<file path="src/rtl/motoro3_pkg.sv">
// Shared motor PWM definitions used by both the generator and the capture block.
package motoro3_pkg;

    localparam int unsigned CNT_W_DEF     = 16;
    localparam int unsigned CLK_PERIOD_NS = 100;   // 10 MHz clk

    typedef enum logic [1:0] {
        IDLE      = 2'd0,
        WAIT_RISE = 2'd1,
        HIGH      = 2'd2,
        LOW       = 2'd3
    } cap_state_e;

endpackage

</file>
<file path="src/rtl/motoro3_pwm_in_filter.sv">
// PWM input front end: 2-FF synchronizer, FILT_LEN-sample debounce, and edge strobes.
// Total pin-edge to o_f_lvl latency is 2 + FILT_LEN cycles for both edges.
module motoro3_pwm_in_filter #(
    parameter int unsigned FILT_LEN = 3
) (
    input  logic i_clk,
    input  logic i_rst,
    input  logic i_pwm_in,
    output logic o_f_lvl,
    output logic o_f_rise,
    output logic o_f_fall
);

    logic       r_sync1;
    logic       r_sync2;
    logic       r_lvl;
    logic       r_rise;
    logic       r_fall;
    logic [2:0] r_cnt;
    logic       w_accept;

    // FILT_LEN-th consecutive sample at the new level flips the filtered level
    assign w_accept = (r_sync2 != r_lvl) && (r_cnt == 3'(FILT_LEN - 1));

    always_ff @(posedge i_clk) begin
        if (i_rst) begin
            r_sync1 <= 1'b0;
            r_sync2 <= 1'b0;
            r_lvl   <= 1'b0;
            r_rise  <= 1'b0;
            r_fall  <= 1'b0;
            r_cnt   <= '0;
        end else begin
            r_sync1 <= i_pwm_in;
            r_sync2 <= r_sync1;
            r_rise  <= w_accept & r_sync2;
            r_fall  <= w_accept & ~r_sync2;
            if (r_sync2 == r_lvl) begin
                r_cnt <= '0;
            end else if (w_accept) begin
                r_lvl <= r_sync2;
                r_cnt <= '0;
            end else begin
                r_cnt <= r_cnt + 3'd1;
            end
        end
    end

    assign o_f_lvl  = r_lvl;
    assign o_f_rise = r_rise;
    assign o_f_fall = r_fall;

endmodule

</file>
<file path="src/rtl/motoro3_pwm_capture.sv">
// Measures PWM high time and period in clk cycles, flags period error and timeouts,
// and keeps a saturating sum of captured high times.
//
// state     | meaning
// IDLE      | capture disabled, counters cleared
// WAIT_RISE | armed, discarding the partial period until the first rise
// HIGH      | counting high time
// LOW       | counting low time, next rise completes a period
module motoro3_pwm_capture
    import motoro3_pkg::*;
#(
    parameter int unsigned CNT_W    = CNT_W_DEF,
    parameter int unsigned FILT_LEN = 3,
    parameter int unsigned TIMEOUT  = 16'hFFFF,
    parameter int unsigned PER_TOL  = 16'd4
) (
    input  logic             i_clk,
    input  logic             i_rst,
    input  logic             i_pwm_in,
    input  logic             i_cap_en,
    input  logic [11:0]      i_m3r_pwm_len_want,
    input  logic             i_acc_clr,
    output logic [CNT_W-1:0] o_high_len,
    output logic [CNT_W-1:0] o_period_len,
    output logic             o_cap_valid,
    output logic             o_cap_timeout,
    output logic             o_cap_err,
    output logic [CNT_W-1:0] o_acc_high
);

    localparam logic [CNT_W-1:0] TMO   = CNT_W'(TIMEOUT);
    localparam int unsigned      CMP_W = (CNT_W > 12) ? CNT_W : 12;

    function automatic logic [CNT_W-1:0] sat_add(input logic [CNT_W-1:0] a,
                                                 input logic [CNT_W-1:0] b);
        logic [CNT_W:0] s;
        s = {1'b0, a} + {1'b0, b};
        return s[CNT_W] ? '1 : s[CNT_W-1:0];
    endfunction

    logic w_f_lvl, w_f_rise, w_f_fall;

    motoro3_pwm_in_filter #(.FILT_LEN(FILT_LEN)) u_filter (
        .i_clk    (i_clk),
        .i_rst    (i_rst),
        .i_pwm_in (i_pwm_in),
        .o_f_lvl  (w_f_lvl),
        .o_f_rise (w_f_rise),
        .o_f_fall (w_f_fall)
    );

    cap_state_e       r_state, w_state_nxt;
    logic [CNT_W-1:0] r_high_cnt, r_low_cnt, w_high_nxt, w_low_nxt;
    logic [CNT_W-1:0] r_high_len, r_period_len, r_acc_high;
    logic             r_cap_valid, r_cap_tmo, r_cap_err;
    logic             w_cap, w_cap_tmo, w_cap_err;
    logic [CNT_W-1:0] w_cap_high, w_cap_period;
    logic [CMP_W-1:0] w_per_x, w_want_x, w_diff;

    always_comb begin
        w_state_nxt  = r_state;
        w_high_nxt   = r_high_cnt;
        w_low_nxt    = r_low_cnt;
        w_cap        = 1'b0;
        w_cap_tmo    = 1'b0;
        w_cap_high   = r_high_cnt;
        w_cap_period = sat_add(r_high_cnt, r_low_cnt);
        if (!i_cap_en) begin
            w_state_nxt = IDLE;
            w_high_nxt  = '0;
            w_low_nxt   = '0;
        end else begin
            case (r_state)
                IDLE: w_state_nxt = WAIT_RISE;
                WAIT_RISE: begin
                    if (w_f_rise) begin
                        w_state_nxt = HIGH;
                        w_high_nxt  = CNT_W'(1);
                        w_low_nxt   = '0;
                    end
                end
                HIGH: begin
                    if (r_high_cnt >= TMO) begin
                        w_cap        = 1'b1;
                        w_cap_tmo    = 1'b1;
                        w_cap_high   = TMO;
                        w_cap_period = TMO;
                        w_state_nxt  = WAIT_RISE;
                        w_high_nxt   = '0;
                        w_low_nxt    = '0;
                    end else if (w_f_fall) begin
                        w_state_nxt = LOW;
                        w_low_nxt   = CNT_W'(1);
                    end else if (w_f_lvl) begin
                        w_high_nxt = sat_add(r_high_cnt, CNT_W'(1));
                    end
                end
                LOW: begin
                    if (r_low_cnt >= TMO) begin
                        w_cap        = 1'b1;
                        w_cap_tmo    = 1'b1;
                        w_cap_period = TMO;
                        w_state_nxt  = WAIT_RISE;
                        w_high_nxt   = '0;
                        w_low_nxt    = '0;
                    end else if (w_f_rise) begin
                        // capture and start the next high count on the same edge
                        w_cap       = 1'b1;
                        w_state_nxt = HIGH;
                        w_high_nxt  = CNT_W'(1);
                        w_low_nxt   = '0;
                    end else begin
                        w_low_nxt = sat_add(r_low_cnt, CNT_W'(1));
                    end
                end
                default: w_state_nxt = IDLE;
            endcase
        end
    end

    assign w_per_x   = CMP_W'(w_cap_period);
    assign w_want_x  = CMP_W'(i_m3r_pwm_len_want);
    assign w_diff    = (w_per_x >= w_want_x) ? (w_per_x - w_want_x) : (w_want_x - w_per_x);
    assign w_cap_err = (w_diff > CMP_W'(PER_TOL));

    always_ff @(posedge i_clk) begin
        if (i_rst) begin
            r_state      <= IDLE;
            r_high_cnt   <= '0;
            r_low_cnt    <= '0;
            r_high_len   <= '0;
            r_period_len <= '0;
            r_cap_valid  <= 1'b0;
            r_cap_tmo    <= 1'b0;
            r_cap_err    <= 1'b0;
            r_acc_high   <= '0;
        end else begin
            r_state     <= w_state_nxt;
            r_high_cnt  <= w_high_nxt;
            r_low_cnt   <= w_low_nxt;
            r_cap_valid <= w_cap;
            if (w_cap) begin
                r_high_len   <= w_cap_high;
                r_period_len <= w_cap_period;
                r_cap_tmo    <= w_cap_tmo;
                r_cap_err    <= w_cap_err;
                r_acc_high   <= sat_add(i_acc_clr ? '0 : r_acc_high, w_cap_high);
            end else if (i_acc_clr) begin
                r_acc_high <= '0;
            end
        end
    end

    assign o_high_len    = r_high_len;
    assign o_period_len  = r_period_len;
    assign o_cap_valid   = r_cap_valid;
    assign o_cap_timeout = r_cap_tmo;
    assign o_cap_err     = r_cap_err;
    assign o_acc_high    = r_acc_high;

endmodule

</file>
<file path="config.mk">
export PLATFORM = sky130hd
export DESIGN_NAME = motoro3_pwm_capture
export DESIGN_NICKNAME = d
export VERILOG_FILES = /design/src/rtl/motoro3_pkg.sv /design/src/rtl/motoro3_pwm_in_filter.sv /design/src/rtl/motoro3_pwm_capture.sv
export SDC_FILE = /design/constraint.sdc
export NUM_CORES = 1
export LEC_CHECK = 0
export ABC_CLOCK_PERIOD_IN_PS = 9400
export CAP_MARGIN = 20
export CORE_MARGIN = 2
export CORE_UTILIZATION = 55
export CTS_BUF_LIST = sky130_fd_sc_hd__clkbuf_4
export CTS_CLUSTER_DIAMETER = 150
export DETAILED_ROUTE_END_ITERATION = 8
export GPL_ROUTABILITY_DRIVEN = 0
export GPL_TIMING_DRIVEN = 0
export PLACE_DENSITY = 0.77
export SLEW_MARGIN = 25
export SYNTH_ARGS = -nofsm -noshare
export SYNTH_HDL_FRONTEND = slang
export SYNTH_HIERARCHICAL = 1
export SYNTH_SLANG_ARGS = --single-unit
</file>
<file path="constraint.sdc">
create_clock -name i_clk -period 9.4 [get_ports i_clk]
set_input_delay 1.88 -clock i_clk [delete_from_list [all_inputs] [get_ports i_clk]]
set_output_delay 1.88 -clock i_clk [all_outputs]
set_load 0.005 [all_outputs]
</file>
# ---- Word-level counts from Yosys, hierarchy flattened
# Cells that the tools add are included.
dict set report totals {
  romBits 0
  memories 0
  latchBits 0
  ram_bits 0
  register_bits 93
}
dict set report classes {
  n_eq_ne 10
  shift 0
  multipliers 0
  mux 39
  add_sub_neg 7
  bitwise_logic 5
  div 0
  reduce_logical 8
  n_lt_le_gt_ge 4
}
# operator count
set ops {}
lappend ops {{two-way mux 16 bit} 23}
lappend ops {{one-hot mux 16 bit (3 select lines)} 2}
lappend ops {{adder 16 x 1 -> 17 bit, second input constant} 2}
lappend ops {{adder 16 x 16 -> 17 bit} 2}
lappend ops {{greater-or-equal comparator 16 bit, second input constant} 2}
lappend ops {{one-hot mux 16 bit (2 select lines)} 1}
lappend ops {{greater-or-equal comparator 16 x 12 -> 1 bit} 1}
lappend ops {{greater-than comparator 16 x 3 -> 1 bit, second input constant} 1}
lappend ops {{subtractor 12 x 16 -> 16 bit} 1}
lappend ops {{subtractor 16 x 12 -> 16 bit} 1}
lappend ops {{two-way mux 2 bit} 4}
lappend ops {{one-hot mux 2 bit (4 select lines)} 1}
lappend ops {{two-way mux 1 bit} 6}
lappend ops {{inequality test 3 x 2 -> 1 bit, second input constant} 2}
lappend ops {{AND reduction 3 bit} 2}
lappend ops {{== test 2 bit, second input constant} 2}
lappend ops {{one-hot mux 1 bit (2 select lines)} 2}
lappend ops {{adder 3 x 1 -> 3 bit, second input constant} 1}
lappend ops {{== test 3 x 2 -> 1 bit, second input constant} 1}
lappend ops {{inequality test 3 bit, second input constant} 1}
lappend ops {{NOT 1 bit} 3}
lappend ops {{nonzero test 3 bit} 1}
lappend ops {{OR reduction 3 bit} 1}
lappend ops {{AND 1 bit} 2}
lappend ops {{8 further kinds} 8}

# ---- Depth between registers and ports, before layout
# Gate-level depths: netlist of run 1.
dict set report depth {
  depth_word 8
  depth_mapped 25
  mapped_depth_nobuf 24
}

# ---- Cells and area by module
# The synthesis of run 1 kept the hierarchy.
# module cells_each instances area_each_um2
set by_module_without_submodules {}
lappend by_module_without_submodules {motoro3_pwm_capture 841 1 6446.2}
lappend by_module_without_submodules {motoro3_pwm_in_filter 27 1 289.0}

# ---- Worst setup path after synthesis of run 1
# Ideal clock, no wire load.
dict set report synth_timing {
  path_type {input-to-reg}
  startpoint {in i_cap_en}
  endpoint {reg r_cap_err (netlist: o_cap_err)}
  required_time_ns 9.276
  arrival_ns 6.044
  stages 23
  path_slack_ns 3.232
  cell_sequence {nand2_1 > nor4_1 > and3_1 > buf_4 > a211oi_2 > a21bo_2 > clkbuf_1 > nor2_1 > inv_1 > ha_1 > clkbuf_1 > a21o_1 > nand2_1 > o211a_1 > o2bb2ai_1 > o21a_1 > o21ai_0 > nor4_4 > a211oi_1 > or4_1 > a2111o_1 > nor4_1 > a21oi_1}
}
dict set report synth_via {
  elab_chain_cells 4
  elab_cells_between_ends 7
}
# element line
set synth_lines {}
lappend synth_lines {{start: declaration} motoro3_pwm_capture.sv:20} ;# input logic i_cap_en,
lappend synth_lines {{two-way mux 16 bit (*)} motoro3_pwm_capture.sv:68} ;# if (!i_cap_en) begin
lappend synth_lines {{net w_cap_period[4]} motoro3_pwm_capture.sv:57} ;# logic [CNT_W-1:0] w_cap_high, w_cap_period;
lappend synth_lines {{subtractor 12 x 16 -> 16 bit (tied with other cells)} motoro3_pwm_capture.sv:123} ;# assign w_diff = (w_per_x >= w_want_x) ? (w_per_x - w_want_x) : (w_want_x - w_per_x);
lappend synth_lines {{two-way mux 16 bit (*)} motoro3_pwm_capture.sv:123}
lappend synth_lines {{greater-than comparator 16 x 3 -> 1 bit (*)} motoro3_pwm_capture.sv:124} ;# assign w_cap_err = (w_diff > CMP_W'(PER_TOL));
lappend synth_lines {{end signal: assignment} motoro3_pwm_capture.sv:146} ;# r_cap_err <= w_cap_err;
lappend synth_lines {{end: declaration} motoro3_pwm_capture.sv:55} ;# logic r_cap_valid, r_cap_tmo, r_cap_err;
# Mark *: on every way through the listed nets, which the timed path passes. The rest lies on a longest branch.
# A chain may end at the register's enable or synchronous reset.

# ---- Final worst setup path of run 1
# Ends and elaborated chain as after synthesis.

==> flow_metrics.py, run 1 <==
metrics = {
    "floorplanning": {
        "die_x_um": 114.7,
        "initial_core_util_pct": 56.31,
        "die_h_um": 114.7,
        "ios": 68,
        "rows": 40,
        "coreArea_um2": 11960,
        "die_area_um2": 13150,
    },
    "cells_and_area": {
        "fin_util_pct": 64.80,
        "drive_above_1_share_pct": 4.311,
        "area_delta_synth_final_pct": 15.08,
        "diodes": 0,
        "n_fill_cell": 1053,
        "nNetsFinal": 1027,
    },
    "sta": {
        "rsz0062_at_grt": "false",
        "maxSlewViolCount": 0,
        "max_freq_mhz": 141.3,
        "tightest_slew_ps": 891.7,
        "finalSetupViolCount": 0,
        "period_minus_slack_ps": 7077,
        "hold_viol_final": 0,
        "finalSetupTns_ps": 0,
        "fin_skew_ps": 20.71,
        "relSlewSlack_pct": 40.00,
        "period_share_pct": 75.29,
    },
    "route": {
        "drtIter0Drc": 665,
        "routed_wl_mm": 17.33,
        "via_count": 6380,
        "vias_per_cell": 5.811,
        "drc_errors": 0,
        "postRouteAntennaNets": 0,
        "drtPass1Iterations": 5,
        "wl_per_cell_um": 15.78,
    },
    "placed_design": {
        "port_buffers": 67,
        "hpwl_mm": 13.28,
    },
    "grt": {
        "first_global_vias": 5872,
        "grt_max_degree": 19,
        "grt_pass1_wl_mm": 28.12,
        "grtUsageTotal_pct": 26.95,
        "antenna_found_initial": 0,
        "overflow": 0,
    },
    "yosys": {
        "synth.largest_area_cell": "dfxtp_1",
        "synth_cell_type_count": 70,
        "synth_warnings": 6,
        "yosysSeqAreaShare_pct": 27.64,
        "synth_fp_nets": 949,
        "netlist_area_um2": 6735,
        "synth_ff_type": "dfxtp_1",
        "synth_cells": 868,
        "synth-async-reset-ratio_pct": 0,
        "synth_edf_count": 0,
        "synth.top_cells.by_count": "nor2_1, dfxtp_1, a21oi_1",
        "yosys-top-cells-area": "dfxtp_1, ha_1, nor2_1, a21oi_1, a211oi_1",
        "synth.most_common_cell": "nor2_1",
        "synth_top_area_share_pct": 27.64,
        "ys_ff_latch": 93,
        "avgSynthCellArea_um2": 7.759,
    },
    "clocking": {
        "clkTransAtPathRegs_ps": 150,
        "root_buffer": "clkbuf_4",
        "numClockSinks": 93,
        "cts_tree": "built",
        "htreeDepth": 3,
        "post-cts-setup-buffers": 0,
        "hold_buffers": 0,
        "clock_latency_ps": 490,
        "cts-buffers-inserted": 9,
        "ctsResizeCount": 0,
        "cts_max_path_buffers": 2,
    },
    "setup_path": {
        "start_kind": "input port",
        "worstPathMaxFanout": 10,
        "required_ps": 9780,
        "cp.arrival_ps": 7460,
        "critical_path_class": "in -> reg",
        "endpoint_kind": "flip-flop",
    },
    "power_and_ir_drop": {
        "p_int_mw": 0.5063,
        "switching_power_mw": 0.1921,
        "p_leak_nw": 3.327,
        "p_clk_share_pct": 35.6,
        "switching_share_pct": 27.50,
        "peakVddDrop_v": 0.0001058,
        "combPwrFrac_pct": 7.7,
        "powerDensity_nw_per_um2": 90.10,
        "pwr-share-seq_pct": 56.7,
    },
    "worst_hold_path": {
        "hold_path.class": "reg -> reg",
    },
    "job": {
        "cap_violations": 0,
    },
    "outcome": {
        "run_status": "finished clean",
    },
}
per-layer routing:
| layer | vias up | global-route usage (%) | part of all wire [%] |
|---|---|---|---|
| li1 | 3227 | - | - |
| met1 | 2928 | 37.22 | 47 |
| met2 | 192 | 41.78 | 44 |
| met3 | 33 | 5.506 | 5.6 |
| met4 | 0 | 9.431 | 2.5 |
| met5 | - | 0 | 0 |
worst max-delay path, cell delays in order:
cell and delay [ps]:
clkdlybuf4s50_1 520, nand2_1 70, nor4_1 290, and3_1 190, buf_4 170, a211oi_2 70, a21bo_2 320, clkbuf_1 330
nor2_1 170, inv_1 90, ha_1 220, clkbuf_1 180, a21o_1 200, nand2_1 80, o211a_1 180, o2bb2ai_1 240
o21a_1 180, o21ai_0 150, nor4_4 520, a211oi_1 180, or4_1 430, a2111o_1 410, nor4_1 280, a21oi_1 100
flip-flops by register name (all words and copies together) (netlist names):
register / flops
o_high_len: 16
o_acc_high: 16
u_filter/r_sync1: 1
r_state: 2
o_period_len: 16
u_filter/o_f_rise: 1
u_filter/o_f_lvl: 1
u_filter/o_f_fall: 1
o_cap_err: 1
o_cap_valid: 1
o_cap_timeout: 1
r_low_cnt: 16
u_filter/r_cnt: 3
r_high_cnt: 16
u_filter/r_sync2: 1
cell usage in the layout, fill, tap and decap left out, drive strengths merged, types with 16 or more instances in the layout:
cell,count
nand3,18
a21o,18
nor2,119
nor3,19
clkbuf,51
a21oi,74
o21bai,26
nand4,16
xnor2,25
ha,60
xor2,18
nor2b,29
clkdlybuf4s50,67
inv,51
nand2,50
a211oi,32
o21ai,42
dfxtp,93
cell type report:
type | count | area (um2) | share of cell area (%)
Tap cell | 147 | 183.9 | 2.373
Inverter | 48 | 180.2 | 2.324
Timing Repair Buffer | 67 | 670.6 | 8.652
Sequential cell | 93 | 1862 | 24.02
Buffer | 52 | 211.5 | 2.728
Clock buffer | 9 | 67.56 | 0.8717
Multi-Input combinational cell | 675 | 4482 | 57.82
Clock inverter | 7 | 93.84 | 1.211
power groups by stage:
stage | Sequential [mW] | Combinational, mW | Clock (mW)
4_1_cts | 0.396 | 0.0535 | 0.255
3_5_place_dp | 0.404 | 0.0532 | 0
5_1_grt | 0.396 | 0.0595 | 0.270
6_report | 0.396 | 0.0538 | 0.249
2_1_floorplan | 0.404 | 0.0346 | 0
3_3_place_gp | 0.404 | 0.0527 | 0
final timing paths:
path                                        start           endpoint  slack, ps  depth (start not counted)
worst max-delay path                     i_cap_en          o_cap_err       2320                         24
worst min-delay path            u_filter/r_cnt[0]  u_filter/r_cnt[0]        450                          1
worst max register to register      r_high_cnt[0]          o_cap_err       3030                         24
worst min register to register  u_filter/r_cnt[0]  u_filter/r_cnt[0]        450                          1
per-stage QoR:
stage               setup WS, ps  cell area, um2  instances  power (mW)  hold WS (ps)
global placement            2011            7590       1082      0.4567         433.8
floorplan                   3232            6735        868      0.4385         413.8
global route                1911            7751       1098      0.7251         485.3
detailed placement          1926            7590       1082      0.4572         435.6
finish                      2323            7751       1098      0.6984         450.7
CTS                         2416            7751       1098      0.7043         459.3
cell families after synthesis:
kind of cell,synth area share [%]
xor gates and xnor gates,5.870
muxes,2.006
adders and majority gates,12.34
and+or+nand+nor,22.96
DFF,27.64
buffers and inverters,5.815
AOI/OAI and AO/OA,23.37
(Power assumes the default switching activity.)
==> run 2: changes to the inputs <==
- ABC_CLOCK_PERIOD_IN_PS: 9400 -> 5950
- CORE_UTILIZATION: 55 -> 54
- PLACE_DENSITY: 0.77 -> 0.79
- clock period: 9.4 -> 5.95 ns (I/O delays scaled with it)
==> run 2 against run 1 <==
Net effect:
- die area up 1.8%
- combinational power up 59%
- final area up 1.1%
- largest cell class unchanged
==> flow_metrics.py, run 2 (same netlist as run 1, synthesis figures left out) <==
metrics = {
    "outcome": {
        "run_status": "finished clean",
    },
    "grt": {
        "grt_max_degree": 18,
        "overflow": 0,
        "grtUsageTotal_pct": 26.22,
        "antenna_found_initial": 0,
        "first_global_vias": 5753,
        "grt_pass1_wl_mm": 28.07,
    },
    "clocking": {
        "htreeDepth": 3,
        "clock_latency_ps": 500,
        "root_buffer": "clkbuf_4",
        "numClockSinks": 93,
        "cts_max_path_buffers": 2,
        "cts-buffers-inserted": 9,
        "clkTransAtPathRegs_ps": 160,
        "cts_tree": "built",
    },
    "setup_path": {
        "endpoint_kind": "flip-flop",
        "worstPathMaxFanout": 10,
        "start_kind": "input port",
        "critical_path.cell_chain": "clkdlybuf4s50_1 -> nand2_1 -> nor4_1 -> and3_1 -> buf_4 -> a211oi_4 -> a21bo_4 -> clkbuf_4 -> nor2_4 -> inv_1 -> ha_1 -> a21o_1 -> nand2_1 -> o211a_1 -> o2bb2ai_2 -> o21a_1 -> o21ai_0 -> nor4_4 -> a211oi_1 -> or4_1 -> a2111o_1 -> nor4_2 -> a21oi_1",
        "cp.arrival_ps": 6070,
        "critical_path_class": "in -> reg",
        "cp_slowest_cell": "clkdlybuf4s50_1",
        "max_stage_delay_ps": 470,
        "required_ps": 6350,
        "crit_top_cell": "nand2_1",
    },
    "job": {
        "cap_violations": 0,
    },
    "route": {
        "wl_per_cell_um": 15.30,
        "postRouteAntennaNets": 0,
        "drtPass1Iterations": 6,
        "drc_errors": 0,
        "drtIter0Drc": 681,
        "vias_per_cell": 5.771,
        "via_count": 6463,
        "routed_wl_mm": 17.14,
    },
    "sta": {
        "finalSetupTns_ps": 0,
        "maxSlewViolCount": 0,
        "tightest_slew_ps": 1034,
        "rsz0062_at_grt": "false",
        "hold_viol_final": 0,
        "period_minus_slack_ps": 5670,
        "max_freq_mhz": 176.4,
        "relSlewSlack_pct": 30.45,
        "fin_skew_ps": 22.00,
        "period_share_pct": 95.29,
        "finalSetupViolCount": 0,
        "whs_ps": 451.5,
    },
    "cells_and_area": {
        "final_area_um2": 7836,
        "mostFrequentLayoutCells": "nor2_1, dfxtp_1, a21oi_1",
        "final_common_cell": "nor2_1",
        "nNetsFinal": 1028,
        "finalNonFillerCells": 1120,
        "fin_util_pct": 64.70,
        "diodes": 0,
        "drive_above_1_share_pct": 5.987,
        "area_delta_synth_final_pct": 16.35,
    },
    "placed_design": {
        "hpwl_mm": 13.11,
        "port_buffers": 67,
        "dpl.cell_count": 1103,
        "post_dp_cell_area_um2": 7616,
    },
    "power_and_ir_drop": {
        "switching_share_pct": 27.18,
        "pwr-share-seq_pct": 57.3,
        "combPwrFrac_pct": 7.8,
        "p_int_mw": 0.7944,
        "peakVddDrop_v": 0.0001389,
        "p_clk_share_pct": 34.9,
        "switching_power_mw": 0.2966,
        "p_leak_nw": 3.349,
        "powerDensity_nw_per_um2": 139.2,
    },
    "floorplanning": {
        "die_area_um2": 13380,
        "coreArea_um2": 12110,
        "ios": 68,
        "initial_core_util_pct": 55.61,
        "die_h_um": 115.7,
        "rows": 40,
        "die_x_um": 115.7,
    },
    "worst_hold_path": {
        "hold_path.class": "reg -> reg",
    },
}
run 2: changes by cell type in the layout (fill, tap and decap cells not counted), sizes merged:
cell,previous run,this run
clkbuf,51,49
buf,9,12
run 2: final timing paths:
path                         start               end  slack (ps)  depth (start not counted)
setup / recovery          i_cap_en         o_cap_err         280                         23
hold / removal    u_filter/r_sync1  u_filter/r_sync2         450                          1
setup reg to reg     r_high_cnt[0]         o_cap_err         370                         23
hold reg to reg   u_filter/r_sync1  u_filter/r_sync2         450                          1
run 2: layer usage:
metal  GRT usage, %  vias to the layer above  wire length, um
li1               -                     3221                -
met3          4.236                       38              972
met2          40.55                      212             7540
met4          8.492                        0              357
met1          37.48                     2992             8268
met5              0                        -                0
run 2: power by group through the flow:
stage / Combinational [mW] / Clock [mW] / Sequential [mW]
floorplan: 0.0546 / 0 / 0.638
global placement: 0.0827 / 0 / 0.638
detailed placement: 0.0828 / 0 / 0.638
CTS: 0.0836 / 0.388 / 0.625
global route: 0.0939 / 0.414 / 0.625
finish: 0.0853 / 0.381 / 0.625
run 2: area by class of cell:
type | instances | area [um2]
Inverter | 48 | 180.2
Clock buffer | 9 | 67.56
Multi-Input combinational cell | 675 | 4532
Buffer | 50 | 207.7
Timing Repair Buffer | 70 | 693.2
Sequential cell | 93 | 1866
Clock inverter | 7 | 80.08
Tap cell | 168 | 210.2
Fill cell | 1084 | 4275
run 2: repair_timing:
| item | in CTS | in global routing |
|---|---|---|
| gates resized for setup | 2 | 16 |
| buffers inserted | 1 | 2 |
| pin swaps | 1 | 2 |
| hold buffers | 0 | 0 |
| gates cloned | 0 | 0 |
| endpoints found under the hold margin | 0 | 0 |
| endpoints found under the setup margin | 1 | 2 |
run 2: worst max-delay path: cells and delay by family:
kind            cells  cell delay [ps]
compound gates     10             2010
simple gates        8             1590
buf+inv             4              910
fa+ha+maj           1              370
run 2: metrics by stage:
step	setup WS, ps	total power [mW]
final	280.4	1.091
after global routing	47.69	1.133
after floorplan	472.4	0.6928
after CTS	18.00	1.097
after detailed placement	-862.0	0.7211
after global placement	-815.9	0.7210
==> run 3: changes to the inputs <==
- CTS_CLUSTER_DIAMETER: 150 -> 100
==> results of run 3 <==
No change in the layout: final DEF, timing and power equal those of run 2.
